## src/rtl/fetch_unit.sv

```systemverilog
// fetch_unit: instruction-fetch front end with PC generator, imem handshake and fetch queue.
// Optional performance counters are enabled with `define FETCH_PERF_EN.
module fetch_unit #(
  parameter int PC_W = 32,
  parameter int INS_W = 32,
  parameter int FQ_DEPTH = 4,
  parameter int MAX_OUTST = 2,
  parameter logic [PC_W-1:0] RESET_PC = '0
) (
  input  logic             clk,
  input  logic             reset,
  output logic             imem_req_valid,
  input  logic             imem_req_ready,
  output logic [PC_W-1:0]  imem_req_addr,
  input  logic             imem_rsp_valid,
  input  logic [INS_W-1:0] imem_rsp_data,
  input  logic             redirect_valid,
  input  logic [PC_W-1:0]  redirect_pc,
  output logic             id_valid,
  input  logic             id_ready,
  output logic [PC_W-1:0]  id_pc,
  output logic [INS_W-1:0] id_instr
`ifdef FETCH_PERF_EN
  ,
  output logic [31:0]      perf_fetched,
  output logic [31:0]      perf_squashed,
  output logic [31:0]      perf_stall
`endif
);
  localparam int CW = $clog2(FQ_DEPTH + 1) + 1;
  localparam int QW = $clog2(FQ_DEPTH);
  localparam int PW = MAX_OUTST > 1 ? $clog2(MAX_OUTST) : 1;
  localparam logic [INS_W-1:0] NOP = INS_W'(32'h0000_0013);
  logic [PC_W-1:0]  fpc;
  logic [CW-1:0]    outst, outst_nxt, squash, occ;
  logic [PC_W-1:0]  pcf [MAX_OUTST];
  logic [PW-1:0]    pcf_wr, pcf_rd;
  logic [PC_W-1:0]  q_pc [FQ_DEPTH];
  logic [INS_W-1:0] q_ins [FQ_DEPTH];
  logic [QW-1:0]    q_wr, q_rd;
  logic             req_fire, rsp_push, id_fire;
  // Credit rule: in-flight requests plus queued entries never exceed the queue size.
  assign imem_req_valid = !reset && !redirect_valid && outst < CW'(MAX_OUTST)
                          && (outst + occ) < CW'(FQ_DEPTH);
  assign imem_req_addr = fpc & ~PC_W'(3);
  assign req_fire = imem_req_valid && imem_req_ready;
  assign rsp_push = imem_rsp_valid && squash == '0 && !redirect_valid;
  assign id_valid = occ != '0 && !redirect_valid;
  assign id_fire = id_valid && id_ready;
  assign id_pc = occ == '0 ? '0 : q_pc[q_rd];
  assign id_instr = occ == '0 ? NOP : q_ins[q_rd];
  assign outst_nxt = outst + CW'(req_fire) - CW'(imem_rsp_valid);
  always_ff @(posedge clk) begin
    if (reset) begin
      fpc <= RESET_PC;
      outst <= '0;
      squash <= '0;
      occ <= '0;
      pcf_wr <= '0;
      pcf_rd <= '0;
      q_wr <= '0;
      q_rd <= '0;
    end else begin
      outst <= outst_nxt;
      if (req_fire) pcf_wr <= pcf_wr == PW'(MAX_OUTST - 1) ? '0 : pcf_wr + 1'b1;
      if (imem_rsp_valid) pcf_rd <= pcf_rd == PW'(MAX_OUTST - 1) ? '0 : pcf_rd + 1'b1;
      if (redirect_valid) begin
        fpc <= redirect_pc & ~PC_W'(3);
        squash <= outst_nxt;
        occ <= '0;
        q_wr <= '0;
        q_rd <= '0;
      end else begin
        if (req_fire) fpc <= fpc + PC_W'(4);
        if (imem_rsp_valid && squash != '0) squash <= squash - 1'b1;
        if (rsp_push) q_wr <= q_wr + 1'b1;
        if (id_fire) q_rd <= q_rd + 1'b1;
        occ <= occ + CW'(rsp_push) - CW'(id_fire);
      end
    end
  end
  always_ff @(posedge clk) begin
    if (req_fire) pcf[pcf_wr] <= imem_req_addr;
    if (rsp_push) begin
      q_pc[q_wr] <= pcf[pcf_rd];
      q_ins[q_wr] <= imem_rsp_data;
    end
  end
`ifdef FETCH_PERF_EN
  always_ff @(posedge clk) begin
    if (reset) begin
      perf_fetched <= '0;
      perf_squashed <= '0;
      perf_stall <= '0;
    end else begin
      perf_fetched <= perf_fetched + 32'(rsp_push);
      perf_squashed <= perf_squashed + 32'(imem_rsp_valid && !rsp_push);
      perf_stall <= perf_stall + 32'(id_valid && !id_ready);
    end
  end
`endif
endmodule

```

## config.mk

```make
export PLATFORM = sky130hd
export DESIGN_NAME = fetch_unit
export DESIGN_NICKNAME = d
export VERILOG_FILES = /design/src/rtl/fetch_unit.sv
export SDC_FILE = /design/constraint.sdc
export NUM_CORES = 1
export LEC_CHECK = 0
export CORE_MARGIN = 1
export CORE_UTILIZATION = 46
export CTS_BUF_LIST = sky130_fd_sc_hd__clkbuf_2
export DETAILED_ROUTE_END_ITERATION = 7
export PLACE_DENSITY = 0.68
export SETUP_SLACK_MARGIN = 0.05
export SYNTH_ARGS = -nofsm -noshare
export SYNTH_HDL_FRONTEND = slang
export SYNTH_SLANG_ARGS = --single-unit
export TNS_END_PERCENT = 5
```

## constraint.sdc

```tcl
create_clock -name clk -period 9.9 [get_ports clk]
set_input_delay 0.99 -clock clk [delete_from_list [all_inputs] [get_ports clk]]
set_output_delay 0.99 -clock clk [all_outputs]
set_load 0.02 [all_outputs]
```

After elaboration in Yosys (flattened, before gate mapping)
Memories as Yosys holds them, arrays and structs flattened. A register that Yosys moved wholly into a read port is not among the register bits.
Cells that the tools add are included.
{ "word_totals": {"wordCells": 61, "register_bits": 50, "output_inout_bits": 98, "mem_count": 3, "input_bits": 70, "ram_bits": 316} }
{ "memory_table": {"columns": ["memory", "depth", "word_bits", "read_ports", "rd_ports_with_merged_regs", "wr", "line", "text"], "rows": [
  ["q_ins", 4, 32, 1, 1, 1, "39", "logic [INS_W-1:0] q_ins [FQ_DEPTH];"],
  ["q_pc", 4, 32, 1, 1, 1, "38", "logic [PC_W-1:0] q_pc [FQ_DEPTH];"],
  ["pcf", 2, 30, 1, 1, 1, "36", "logic [PC_W-1:0] pcf [MAX_OUTST];"]
]} }
{ "classes": {"magnitude_cmp": 2, "add_sub_neg": 11, "muxes": 18, "reduce_logical": 18} }
{ "op_table": {"columns": ["op", "count"], "rows": [
  ["32-bit 2-to-1 mux", 4],
  ["32-bit by 3-bit adder with 32-bit output (second input constant)", 1],
  ["1-bit logical AND", 9],
  ["4-bit by 1-bit adder with 4-bit output", 2],
  ["4-bit logical NOT", 2],
  ["1-bit 2-to-1 mux", 8],
  ["2-bit 2-to-1 mux", 4],
  ["4-bit 2-to-1 mux", 2],
  ["4-bit nonzero test", 2],
  ["4-bit by 1-bit subtractor with 4-bit output", 2],
  ["2-bit by 1-bit adder with 2-bit output (second input constant)", 2],
  ["4-bit adder", 1],
  ["4-bit by 2-bit less-than comparator with 1-bit output (second input constant)", 1],
  ["4-bit by 3-bit less-than comparator with 1-bit output (second input constant)", 1],
  ["2-bit nonzero test", 2],
  ["4-bit by 1-bit subtractor with 4-bit output (second input constant)", 1],
  ["1-bit adder (second input constant)", 2],
  ["1-bit logical NOT", 2],
  ["2-bit OR reduction", 1]
]} }

Depth between registers and ports, before layout
Gate-level depths: netlist of the first run.
{ "depth": {"ltp_word": 8, "mapped_depth": 14, "depth_no_buf": 13} }

Worst setup path before layout of the first run
OpenSTA, ideal clock, no wires.
{ "synth_path": {"path_kind": "input port to flip-flop", "from": "input port reset", "to": "memory pcf[0][0] (netlist bit) (enable)", "required_time_ns": 9.483, "t_arrival_ns": 3.301, "cell_stages": 6, "path_slack_ns": 6.182, "path_buffers": 1, "setup_time_ns": 0.417, "path_cell_list": "clkbuf_1 > inv_1 > nand4_1 > a211oi_4 > inv_2 > nor2_1"} }
{ "synth_via": {"elab_chain_cells": 7} }
{ "synth_rtl": {"columns": ["element", "line", "text"], "rows": [
  ["from (decl)", "11", "input logic reset,"],
  ["1-bit logical NOT", "43", "assign imem_req_valid = !reset && !redirect_valid && outst < CW'(MAX_OUTST)"],
  ["1-bit logical AND (2 in series)", "43", null],
  ["1-bit logical AND", "44", "&& (outst + occ) < CW'(FQ_DEPTH);"],
  ["1-bit logical AND", "46", "assign req_fire = imem_req_valid && imem_req_ready;"],
  ["1-bit 2-to-1 mux", "83", "if (req_fire) pcf[pcf_wr] <= imem_req_addr;"],
  ["1-bit 2-to-1 mux (not written as such)", "83", null],
  ["to (decl)", "36", null]
]} }
Every way passes these cells.

==> summary.txt, run 1 <==
H-tree Lvls = 3
total CTS buffers = 89
Initial Util = 47.1%
PnR worst setup slack = 5190 ps
DP Worst Slack = 5690 ps
Max VDD drop = 0.0726 mV
Reg2Reg Setup Slack = 6330 ps
Die Height = 179 um
clock-pin slew on the worst setup and hold paths = 110 ps
Slew Viols, Final = 0
element type at the critical path end = output pin
Final nets = 1153
Slew HR = 30.7%
largest net degree at the start of global routing = 66
Skew-Pair Late Insertion Delay = 880 ps
Row Count = 64
Setup crit start kind = register
mean post-synth cell area = 17.1 um^2
core footprint = 0.0307 mm^2
Initial DRT Pass Iterations = 8
gpl congestion = 0.819
die area = 0.0322 mm^2
FF+latch area = 0.0103 mm^2
CTS Root Cell = clkbuf_2
Seq/Total Area, Yosys = 70.9%
failing checks = DRC
crit-path max cell delay = 860 ps
async set-reset flop share out of synthesis = 0%
DRC Markers = 28
slowest CP cell = buf_4
Via Count = 8123
setup violators final = 0
post-route ant nets = 0
Area Growth Syn to Fin = 19.5%
MaxCap Viol Count = 0
clock sink total = 359
unique cell type count in the Yosys netlist = 53
Top Ports = 168
Lkg Pwr = 5.59 nW
met2 usage = 30.9%
hpwl dp = 17.3 mm
Least-Margin Pin Slew = 1040 ps
Final min period = 4710 ps
final hold violations = 0
Synth Cell Area = 0.0145 mm^2
Fillers = 2536
Gates resized, CTS repair = 0
multi-input logic area = 0.00394 mm^2
Synth Flop Type = edfxtp_1
setup bufs post-CTS = 0
Fmax = 212 MHz
Reg-to-Reg Start = outst[1]$_SDFF_PP0_
power density over the cells = 181 mW/mm^2
WS Path Type = reg2out
global route total overflow = 0
outcome = finished with violations
GRT Util Overall = 18.9%
number of global-route vias before repair = 8514
Critical Path AT = 3720 ps
setup_tns = 0 ps
synthesis-stage register bit count = 359
Cells after DPL = 1368
Non-Filler Instances = 1525
worst path required time = 8910 ps
RSZ-0062 raised after global routing = no
Final Cycle Share = 47.6%
grt peak-use layer = met2
crit-path max FO = 49
grt met1 use = 25.1%
layout cell share with drive strength beyond 1 = 22.2%
Post-CTS Hold Buffers = 0
worst flop-to-flop path endpoint = squash[2]$_SDFFE_PP0P_
CP endpoint = id_instr[0]
Synth warnings = 0
min-delay worst type = reg2reg
Die W = 179 um
crit-path cells = buf_4 > mux4_2 > or2_2 > clkdlybuf4s50_1
initial antenna violation count = 1
Reg2Reg Depth = 12
CTS tree = yes
DR vias/cell = 5.33
first-pass GRT wire length = 46.9 mm
EDFF count, synth = 308
met3 usage = 4.05%
CTS max path bufs = 3
drt total wl = 29.9 mm
Port Buffer Count = 161
skew final = 62.6 ps
Mapped Cells = 846
DR WL/cell = 19.6 um
initial DRC count = 470
==> worst min path at each step <==
stage,startpoint,to,depth (start not counted)
2_1_floorplan,pcf_rd$_SDFFE_PP0P_,register,2
3_3_place_gp,pcf_rd$_SDFFE_PP0P_,pcf_rd$_SDFFE_PP0P_,2
3_5_place_dp,q_rd[1]$_SDFFE_PP0P_,register,2
4_1_cts,q_rd[1]$_SDFFE_PP0P_,q_rd[1]$_SDFFE_PP0P_,2
5_1_grt,fpc[28]$_SDFFE_PP0P_,pcf[1][26]$_DFFE_PP_,0
6_report,fpc[28]$_SDFFE_PP0P_,pcf[0][26]$_DFFE_PP_,0
==> flip-flops by register name (all words and copies together) (netlist names), named ones only <==
register and cells:
q_rd 2, fpc 30, occ 4, q_ins 128, squash 4, pcf_wr 1, q_wr 2, q_pc 120
pcf_rd 1, outst 4, pcf 60
==> Yosys cell counts (all sizes together), types with 5 or more instances <==
| master | n | area share [%] |
|---|---|---|
| nor2b | 60 | 2.6 |
| a2111oi | 9 | 0.54 |
| inv | 31 | 0.80 |
| or4 | 6 | 0.31 |
| clkbuf | 31 | 0.81 |
| ha | 18 | 1.6 |
| nor2 | 45 | 1.2 |
| a211oi | 20 | 1.1 |
| mux2 | 30 | 2.3 |
| buf | 15 | 0.55 |
| and3 | 8 | 0.35 |
| nand3 | 8 | 0.28 |
| mux4 | 62 | 9.6 |
| o21ai | 9 | 0.31 |
| and4 | 5 | 0.30 |
| edfxtp | 308 | 64 |
| or3 | 7 | 0.30 |
| xnor2 | 24 | 1.5 |
| a21oi | 10 | 0.35 |
| nand4 | 11 | 0.47 |
| dfxtp | 51 | 7.0 |
| nand2 | 21 | 0.54 |
| a311oi | 11 | 0.66 |
==> cells in the final DEF, fill, tap and decap left out, types with 3 or more instances in the layout <==
cell / netlist / layout
a2111oi_0: 9 / 9
a211oi_1: 19 / 19
a21o_1: 3 / 3
a21oi_1: 10 / 10
a311oi_1: 11 / 11
a31o_2: 3 / 3
and2_1: 4 / 4
and3_1: 8 / 4
and3_4: 0 / 4
and4_1: 5 / 5
buf_4: 4 / 8
clkbuf_2: 1 / 126
clkdlybuf4s50_1: 0 / 161
clkinv_1: 0 / 23
conb_1: 1 / 4
dfxtp_1: 51 / 49
edfxtp_1: 308 / 308
ha_1: 18 / 18
inv_1: 30 / 30
inv_2: 1 / 3
mux2_2: 30 / 30
mux4_2: 62 / 62
nand2_1: 21 / 21
nand3_1: 8 / 8
nand4_1: 11 / 11
nor2_1: 45 / 44
nor2b_1: 60 / 60
nor3_1: 4 / 4
o21ai_0: 9 / 9
o31ai_1: 3 / 3
or2_2: 3 / 3
or3_1: 7 / 7
or4_1: 6 / 6
xnor2_1: 24 / 24
xor2_1: 4 / 4
==> cells by family (layout without fill, tap and decap cells) <==
group,count (synthesis),in the layout,share of synthesized area [%]
DFF,359,359,70.9
and+or+nand+nor,188,188,7.09
muxes,92,92,12.0
AOI/OAI and AO/OA,80,80,4.18
buffers and inverters,77,356,2.17
xor gates and xnor gates,29,29,1.86
adders and majority gates,20,20,1.83
other,1,5,0.0259
==> cell type report <==
class                      count  area share [%]
antenna                        1          0.0145
clock buffer                 126            3.64
clock inverter                30            1.00
inverter                      31           0.672
multi-input combinational    413            22.8
sequential                   359            59.4
tap                          396            2.86
timing repair buffer         169            9.66
==> where the power goes <==
group | switching, mW | internal, mW
logic | 0.229 | 0.191
clock network | 0.571 | 0.394
registers | 0.0419 | 1.71
==> through the flow <==
stage / total power [mW] / instance area [um^2] / hold WS (ps) / util, %
floorplan: 2.04 / 14500 / 480 / -
global placement: 2.20 / 16500 / 498 / 53.7
detailed placement: 2.21 / 16500 / 513 / 53.7
CTS: 3.18 / 17300 / 545 / 56.3
global route: 3.30 / 17300 / 549 / 56.3
finish: 3.14 / 17300 / 543 / 56.3
==> per-layer routing <==
metal / wire (um) / share of wire [%]
met5: 0 / 0
met4: 503 / 1.7
met3: 1720 / 5.8
met2: 14300 / 48
met1: 13300 / 45
==> worst max-delay path, delay by kind of cell (launching register included) <==
kind	cells	cell delay, ps
buffers and inverters	2	1420
and+or+nand+nor	1	290
DFF	1	590
muxes	1	590
Power figures use the tool's default switching activity.
==> run 2, diff against run 1 <==
--- a/config.mk
+++ b/config.mk
@@ -9,7 +9,7 @@
 export CORE_UTILIZATION = 46
 export CTS_BUF_LIST = sky130_fd_sc_hd__clkbuf_2
 export DETAILED_ROUTE_END_ITERATION = 7
-export PLACE_DENSITY = 0.68
+export PLACE_DENSITY = 0.7
 export SETUP_SLACK_MARGIN = 0.05
 export SYNTH_ARGS = -nofsm -noshare
 export SYNTH_HDL_FRONTEND = slang
==> constraint.sdc (replaced) <==
create_clock -name clk -period 4.3 [get_ports clk]
set_input_delay 0.43 -clock clk [delete_from_list [all_inputs] [get_ports clk]]
set_output_delay 0.43 -clock clk [all_outputs]
set_load 0.02 [all_outputs]
==> run 2 against run 1 <==
The run still ends with DRC left. Worst setup slack worse by 4700 ps. Final area up 0.55%. First-iteration DRC count up 8.5%. Via count about the same. Register-to-register slack worse by 5400 ps. Flip-flop and latch count unchanged. Critical endpoint is now imem_req_valid. Largest cell class unchanged.
==> summary.txt, run 2 (synthesis gave the netlist of run 1 again) <==
Gates resized, CTS repair = 0
slowest CP cell = clkdlybuf4s50_1
DP Worst Slack = 703 ps
CTS max path bufs = 3
DR WL/cell = 19.2 um
Die Height = 179 um
Die W = 179 um
total CTS buffers = 87
largest net degree at the start of global routing = 66
outcome = finished with violations
commonest cells after routing, fill and taps aside = edfxtp_1, clkdlybuf4s50_1, clkbuf_2
failing checks = DRC
Final nets = 1159
Skew-Pair Late Insertion Delay = 880 ps
DR vias/cell = 5.32
Least-Margin Pin Slew = 1110 ps
Row Count = 64
gpl congestion = 0.829
Initial Util = 47.1%
setup bufs post-CTS = 0
final hold violations = 0
min-delay worst type = in2reg
Initial DRT Pass Iterations = 8
drt total wl = 29.3 mm
total power = 7.09 mW
final design instance area without fill = 0.0174 mm^2
layout cell share with drive strength beyond 1 = 23.2%
die area = 0.0322 mm^2
global route total overflow = 0
crit-path max FO = 16
crit-path cells = ha_1 > a31o_1 > or3_1 > buf_4 > a21oi_1 > clkdlybuf4s50_1
CTS tree = yes
Top Ports = 168
initial antenna violation count = 2
clock-pin slew on the worst setup and hold paths = 110 ps
Port Buffer Count = 161
CTS Root Cell = clkbuf_2
Critical Path AT = 3360 ps
worst path required time = 3870 ps
Largest Register = q_ins
setup violators final = 0
Cell Area, Placed = 0.0167 mm^2
H-tree Lvls = 3
skew final = 81.3 ps
Setup crit start kind = register
Slew HR = 25.7%
final core utilization = 56.6%
initial DRC count = 510
Final min period = 3790 ps
Max VDD drop = 0.163 mV
Post-CTS Hold Buffers = 0
most common cell after layout, fill and taps aside = edfxtp_1
power density over the cells = 408 mW/mm^2
setup_tns = 0 ps
worst path bufs/invs = 2
Via Count = 8130
Final Cycle Share = 88.0%
largest registers = q_ins: 128 flops, q_pc: 120 flops, pcf: 60 flops
element type at the critical path end = output pin
number of global-route vias before repair = 8513
crit-path max cell delay = 630 ps
RSZ-0062 raised after global routing = no
Area Growth Syn to Fin = 20.1%
WS Path Type = reg2out
GRT Util Overall = 18.7%
Lkg Pwr = 5.63 nW
max reg flops = 128
Slew Viols, Final = 0
PnR worst setup slack = 514 ps
post-route ant nets = 0
core footprint = 0.0307 mm^2
Fillers = 2486
DRC Markers = 32
first-pass GRT wire length = 46.5 mm
clock sink total = 359
hpwl dp = 18.1 mm
Fmax = 264 MHz
MaxCap Viol Count = 0
CP delay by family, top = buffers and inverters
run 2: report_power, final:
part,switching [mW],internal (mW)
registers,0.0955,3.94
logic,0.531,0.461
clock network,1.28,0.789
run 2: metal layers:
layer	wire length, um	up-vias	global-route usage [%]	share of wire [%]
li1	-	3790	-	-
met1	12600	4032	24.3	43
met2	14200	259	31.0	49
met4	518	0	6.69	1.8
met5	0	-	0	0
met3	1950	49	4.32	6.6
run 2: final timing paths:
kind                                          start  slack, ps  cells past startpoint                endpoint
worst max-delay path            outst[1]$_SDFF_PP0_        510                      6          imem_req_valid
worst min-delay path                redirect_pc[25]        140                      3    fpc[25]$_SDFFE_PP0P_
worst max register to register  outst[1]$_SDFF_PP0_        950                     12  squash[2]$_SDFFE_PP0P_
worst min register to register  pcf_rd$_SDFFE_PP0P_        530                      2     pcf_rd$_SDFFE_PP0P_
run 2: worst min-delay path, delay by kind of cell:
family	cells	cell delay [ps]
simple gates	1	90
buf+inv	1	400
compound gates	1	50
run 2: per-stage QoR:
step,cells,hold WS (ps)
final,1527,142
after detailed placement,1376,500
after CTS,1525,50.9
after global routing,1527,67.9
after global placement,1376,501
after floorplan,849,480
run 2: final cells by class:
type,count,area (um^2),area share (%)
Antenna cell,2,5.00,0.0288
Clock buffer,127,636,3.65
Clock inverter,22,101,0.582
Inverter,31,116,0.668
Multi-Input combinational cell,413,3940,22.7
Sequential cell,359,10300,59.0
Tap cell,396,495,2.85
Timing Repair Buffer,177,1830,10.5
